--- src/rtl/boot_pkg.sv ---
// Shared FSM state encoding for the boot loader and anything observing it.
package boot_pkg;

  typedef enum logic [1:0] {
    IDLE = 2'd0,
    LOAD = 2'd1,
    RUN  = 2'd2,
    OVF  = 2'd3
  } boot_state_t;

endpackage

--- src/rtl/boot_mem_mux.sv ---
// Memory-port ownership mux: controller drives memory when sel_ctrl, else the loader.
// Purely combinational, zero latency; no backpressure (memory always accepts).
module boot_mem_mux #(
  parameter int DATA_W = 8,
  parameter int ADDR_W = 8
) (
  input  logic              sel_ctrl,
  input  logic [ADDR_W-1:0] ld_addr,
  input  logic [DATA_W-1:0] ld_wdata,
  input  logic              ld_en,
  input  logic              ld_write,
  input  logic [ADDR_W-1:0] ctrl_addr,
  input  logic [DATA_W-1:0] ctrl_to_mem,
  input  logic              ctrl_mem_en,
  input  logic              ctrl_mem_write,
  output logic [ADDR_W-1:0] mem_addr,
  output logic [DATA_W-1:0] mem_wdata,
  output logic              mem_en,
  output logic              mem_write
);

  always_comb begin
    if (sel_ctrl) begin
      mem_addr  = ctrl_addr;
      mem_wdata = ctrl_to_mem;
      mem_en    = ctrl_mem_en;
      mem_write = ctrl_mem_write;
    end else begin
      mem_addr  = ld_addr;
      mem_wdata = ld_wdata;
      mem_en    = ld_en;
      mem_write = ld_write;
    end
  end

endmodule

--- src/rtl/boot_loader.sv ---
// Streams a program image into memory from LOAD_BASE, then hands memory to the controller.
// Writes commit on the accepting edge (zero latency); in_ready is high for the whole of LOAD.
module boot_loader
  import boot_pkg::*;
#(
  parameter int                DATA_W    = 8,
  parameter int                ADDR_W    = 8,
  parameter logic [ADDR_W-1:0] LOAD_BASE = '0
) (
  input  logic              clock,
  input  logic              reset_n,
  input  logic              start,
  input  logic [DATA_W-1:0] in_data,
  input  logic              in_valid,
  input  logic              in_last,
  output logic              in_ready,
  input  logic [ADDR_W-1:0] ctrl_addr,
  input  logic [DATA_W-1:0] ctrl_to_mem,
  input  logic              ctrl_mem_en,
  input  logic              ctrl_mem_write,
  output logic [ADDR_W-1:0] mem_addr,
  output logic [DATA_W-1:0] mem_wdata,
  output logic              mem_en,
  output logic              mem_write,
  output logic              ctrl_run,
  output logic              busy,
  output logic [ADDR_W:0]   load_count,
  output logic              overflow
);

  localparam logic [ADDR_W-1:0] PTR_ONE = 1;
  localparam logic [ADDR_W:0]   CNT_ONE = 1;

  boot_state_t       state;
  logic [ADDR_W-1:0] ptr;
  logic              beat_acc;

  // in_ready is only ever high in LOAD, so it doubles as the LOAD qualifier.
  assign beat_acc = in_valid && in_ready;

  always_ff @(posedge clock or negedge reset_n) begin
    if (!reset_n) begin
      state      <= IDLE;
      ptr        <= LOAD_BASE;
      load_count <= '0;
      overflow   <= 1'b0;
      in_ready   <= 1'b0;
      ctrl_run   <= 1'b0;
      busy       <= 1'b0;
    end else begin
      case (state)
        LOAD: begin
          if (beat_acc) begin
            ptr        <= ptr + PTR_ONE;
            load_count <= load_count + CNT_ONE;
            if (in_last) begin
              state    <= RUN;
              in_ready <= 1'b0;
              busy     <= 1'b0;
              ctrl_run <= 1'b1;
            end else if (ptr == '1) begin
              // Last address written with more data pending: stop rather than wrap.
              state    <= OVF;
              overflow <= 1'b1;
              in_ready <= 1'b0;
              busy     <= 1'b0;
            end
          end
        end
        default: begin
          if (start) begin
            state      <= LOAD;
            ptr        <= LOAD_BASE;
            load_count <= '0;
            overflow   <= 1'b0;
            in_ready   <= 1'b1;
            busy       <= 1'b1;
            ctrl_run   <= 1'b0;
          end
        end
      endcase
    end
  end

  boot_mem_mux #(
    .DATA_W(DATA_W),
    .ADDR_W(ADDR_W)
  ) u_mem_mux (
    .sel_ctrl       (state == RUN),
    .ld_addr        (ptr),
    .ld_wdata       (in_data),
    .ld_en          (beat_acc),
    .ld_write       (beat_acc),
    .ctrl_addr      (ctrl_addr),
    .ctrl_to_mem    (ctrl_to_mem),
    .ctrl_mem_en    (ctrl_mem_en),
    .ctrl_mem_write (ctrl_mem_write),
    .mem_addr       (mem_addr),
    .mem_wdata      (mem_wdata),
    .mem_en         (mem_en),
    .mem_write      (mem_write)
  );

endmodule

--- config.mk ---
export PLATFORM = sky130hd
export DESIGN_NAME = boot_loader
export DESIGN_NICKNAME = d
export VERILOG_FILES = /design/src/rtl/boot_pkg.sv /design/src/rtl/boot_mem_mux.sv /design/src/rtl/boot_loader.sv
export SDC_FILE = /design/constraint.sdc
export NUM_CORES = 1
export LEC_CHECK = 0
export CORE_MARGIN = 5
export CORE_UTILIZATION = 39
export CTS_BUF_LIST = sky130_fd_sc_hd__clkbuf_4 sky130_fd_sc_hd__clkbuf_8
export CTS_CLUSTER_DIAMETER = 200
export DETAILED_ROUTE_END_ITERATION = 7
export GPL_ROUTABILITY_DRIVEN = 0
export PLACE_DENSITY = 0.79
export REMOVE_ABC_BUFFERS = 1
export SETUP_SLACK_MARGIN = 0.5
export SLEW_MARGIN = 20
export SYNTH_ARGS = -nofsm -noshare
export SYNTH_HDL_FRONTEND = slang
export SYNTH_HIERARCHICAL = 1
export SYNTH_SLANG_ARGS = --single-unit
--- constraint.sdc ---
create_clock -name clock -period 1.8 [get_ports clock]
set_input_delay 0.54 -clock clock [delete_from_list [all_inputs] [get_ports clock]]
set_output_delay 0.54 -clock clock [all_outputs]
set_load 0.005 [all_outputs]
==> qor.tcl <==
set qor(place.detailed.instances) 243
set qor(worstSetupPathType) {flop to output pin}
set qor(insertedDiodeCount) 0
set qor(timing.critical_path.to) {mem_addr[0]}
set qor(routed_via_density) 5.82
set qor(timing.reg2reg.setup_slack_ps) 110
set qor(critPathLaunch) {state[0]}
set qor(drt_pass1_iterations) 4
set qor(leakage_nw) 1.29
set qor(yosysMostFrequentCell) {dfrtp_1}
set qor(htree_levels) 1
set qor(final_cell_count_no_fill) 284
set qor(worst-endpoint-required_ps) 1260
set qor(worst_clock_skew_ps) 10.7
set qor(largest_family_of_logic_cells_by_synthesized_area) {multiplexers}
set qor(worst_r2r_path_depth) 7
set qor(layout-drive-gt1-share_pct) 59.7
set qor(port_buffers) 61
set qor(synth_commonest_cells) {dfrtp_1, a21oi_1, mux2_4}
set qor(cp_num_cells) 6
set qor(chipHeight_um) 69.7
set qor(grt_pass1_wl_um) 10200
set qor(register_area_share_after_synthesis_pct) 39.6
set qor(number_of_antenna_violations_at_the_first_check_in_global_routing) 0
set qor(timing.critical_path.slowest_stage_cell) {dfrtp_1}
set qor(netlist.top_cell.by_area) {dfrtp_1}
set qor(postSynthCellCount) 128
set qor(cp_num_buf_inv) 4
set qor(setup_viol_count_final) 18
set qor(async_reset_ff_share_pct) 100
set qor(maximum_number_of_pins_on_one_net_before_global_route_repair) 23
set qor(vias) 1654
set qor(clk_root_buffer_cell) {clkbuf_4}
set qor(synth_fa_ha_area_share_pct) 1.80
set qor(global_route.overflow_total) 0
set qor(hold_path_class) {primary input to asynchronous set/reset pin}
set qor(netlist-cell-type-count) 33
set qor(worst_pin_slew_ps) 377
set qor(critical-path-top-cell-by-count) {buf_6}
set qor(timing.final.ws_setup_ps) -556
set qor(synth_compound_area_share_pct) 15.2
set qor(path_max_fanout) 4
set qor(status) {complete, but fails checks}
set qor(peakVddDrop_v) 0.000665
set qor(data_arrival_critical_path_ps) 1820
set qor(drc) 0
set qor(synth-warning-count) 6
set qor(timing.critical_path.to_type) {output pin}
set qor(drv_cap) 0
set qor(finalHoldViolCount) 0
set qor(relSlewSlack_pct) 74.7
set qor(clock_sinks) 22
set qor(core_region_area_sq_um) 3390
set qor(clk-insertion-delay-late_ps) 350
set qor(cts_inserted_buffers) 3
set qor(tritoncts) {yes}
set qor(cp_cell_sequence) {and2b_4, buf_6, buf_12, buf_16, mux2_4, buf_6}
set qor(grt_setup_unrepaired) {true}
set qor(synth_edf_count) 0
set qor(clockBufferDepth) 2
set qor(drt_iter0_drc) 112
set qor(failed_checks) {setup timing}
set qor(initial_cell_density_of_the_core_pct) 41.0
set qor(number_of_nets_in_the_layout) 272
set qor(clk_pin_slew_worst_paths_ps) 150
set qor(synthesis.area_per_instance_sq_um) 10.9
set qor(synth_ff_type) {dfrtp_1}
set qor(die_x_um) 69.7
set qor(ys_seq_elements) 22
set qor(rr_startpoint) {busy}
set qor(fin_crit_ps) 2360
set qor(synth.area.top_cells) {dfrtp_1, mux2_4, mux2_2}
set qor(yosys.area_share.simple_pct) 15.5
set qor(netlist_area_sq_um) 1390
set qor(drt-wirelength-per-cell_um) 23.3
set qor(ant_nets) 0
set qor(rows) 21
set qor(fill_cells) 159
set qor(power_per_cell_area_nw_per_um2) 1040
set qor(p_total_mw) 2.95
set qor(yosysTopAreaCellShare_pct) 39.6
set qor(worst_path_largest_cell_delay_ps) 420
set qor(layout_worst_path_cycle_share_pct) 131
set qor(finalMaxSlewViolations) 0
set qor(max_freq_mhz) 424
set qor(area_delta_synth_final_pct) 103
set qor(route.final.wire_length_um) 6600
set qor(critical_path.reg2reg.endpoint) {ptr[4]}
set qor(io_pins) 62
set qor(synth_mux_area_share_pct) 21.6
set qor(yosys.area_share.xor_xnor_pct) 0
set qor(critPathLaunchType) {flop}
set qor(dieArea_sq_um) 4850
set qor(place.detailed.hpwl_um) 3010
set qor(timing.critical_path.max_delay_family) {buffers and inverters}
set qor(grt_pass1_vias) 1752
set qor(globalRouteTotalUtil_pct) 26.8
## area by class of cell
cell class	count	area (sq um)	share of cell area (%)
inverters	6	22.5	0.797
clock buffers	4	36.3	1.28
repair buffers	110	1120	39.5
well taps	46	57.6	2.04
flip-flops and latches	22	551	19.5
multi-input cells	96	1040	36.9
## worst min path at each step
| stage | to |
|---|---|
| 6_report | ptr[7] |
| 5_1_grt | ptr[7] |
| 4_1_cts | ctrl_run |
| 3_5_place_dp | overflow |
| 3_3_place_gp | overflow |
| 2_1_floorplan | busy |
## cell families (layout without fill, tap and decap cells)
kind of cell,count (synthesis),after routing
muxes,24,24
adders and majority gates,2,2
AOI/OAI and AO/OA,34,34
and+or+nand+nor,33,36
DFF,22,22
buffers and inverters,13,120
## metal layers
metal	vias to the layer above	global-route usage [%]	routed length [um]
met3	26	4.78	413
met4	0	7.87	251
met5	-	0	0
met2	104	49.9	3440
li1	720	-	-
met1	804	31.0	2500
## registers in the layout, indices dropped and copies added, names as in the netlist
name / count
busy: 1
state: 2
load_count: 9
ctrl_run: 1
overflow: 1
ptr: 8
## cells in the final DEF (no fill, tap or decap), types with 3 or more instances in the layout
| master | count |
|---|---|
| a21oi_2 | 10 |
| or4_4 | 5 |
| inv_1 | 4 |
| mux2_4 | 18 |
| clkdlybuf4s50_1 | 29 |
| buf_16 | 3 |
| buf_4 | 24 |
| nand4_1 | 5 |
| nand4b_4 | 4 |
| clkbuf_4 | 3 |
| buf_2 | 11 |
| buf_12 | 3 |
| mux2i_1 | 5 |
| o21ai_0 | 4 |
| buf_6 | 39 |
| nand2_1 | 4 |
| dfrtp_1 | 22 |
| o31ai_1 | 5 |
## where the power goes
| group | leakage [nW] | switching [mW] | internal (mW) |
|---|---|---|---|
| sequential | 0.293 | 0.0785 | 0.593 |
| clock | 0.0210 | 0.186 | 0.124 |
| combinational | 0.979 | 0.874 | 1.09 |
## stage by stage
stage / instance area, sq um / worst slack [ps] / setup TNS [ps] / hold slack (ps) / utilization (%)
floorplan: 1330 / -244 / -3780 / 244 / -
global placement: 2120 / -549 / -10870 / 476 / 62.5
detailed placement: 2120 / -567 / -11620 / 488 / 62.5
CTS: 2730 / -483 / -7520 / 554 / 80.4
global route: 2830 / -592 / -9960 / 560 / 83.4
finish: 2830 / -556 / -9350 / 532 / 83.4
## repair_timing
| action | CTS | global route |
|---|---|---|
| pin swaps | 28 | 2 |
| gates cloned | 7 | 0 |
| buffers inserted | 25 | 5 |
| hold buffers | 0 | 0 |
| resized for setup | 213 | 14 |
| endpoints found under the hold margin | 0 | 0 |
| setup endpoints to repair | 53 | 53 |
Power figures use the tool's default switching activity.
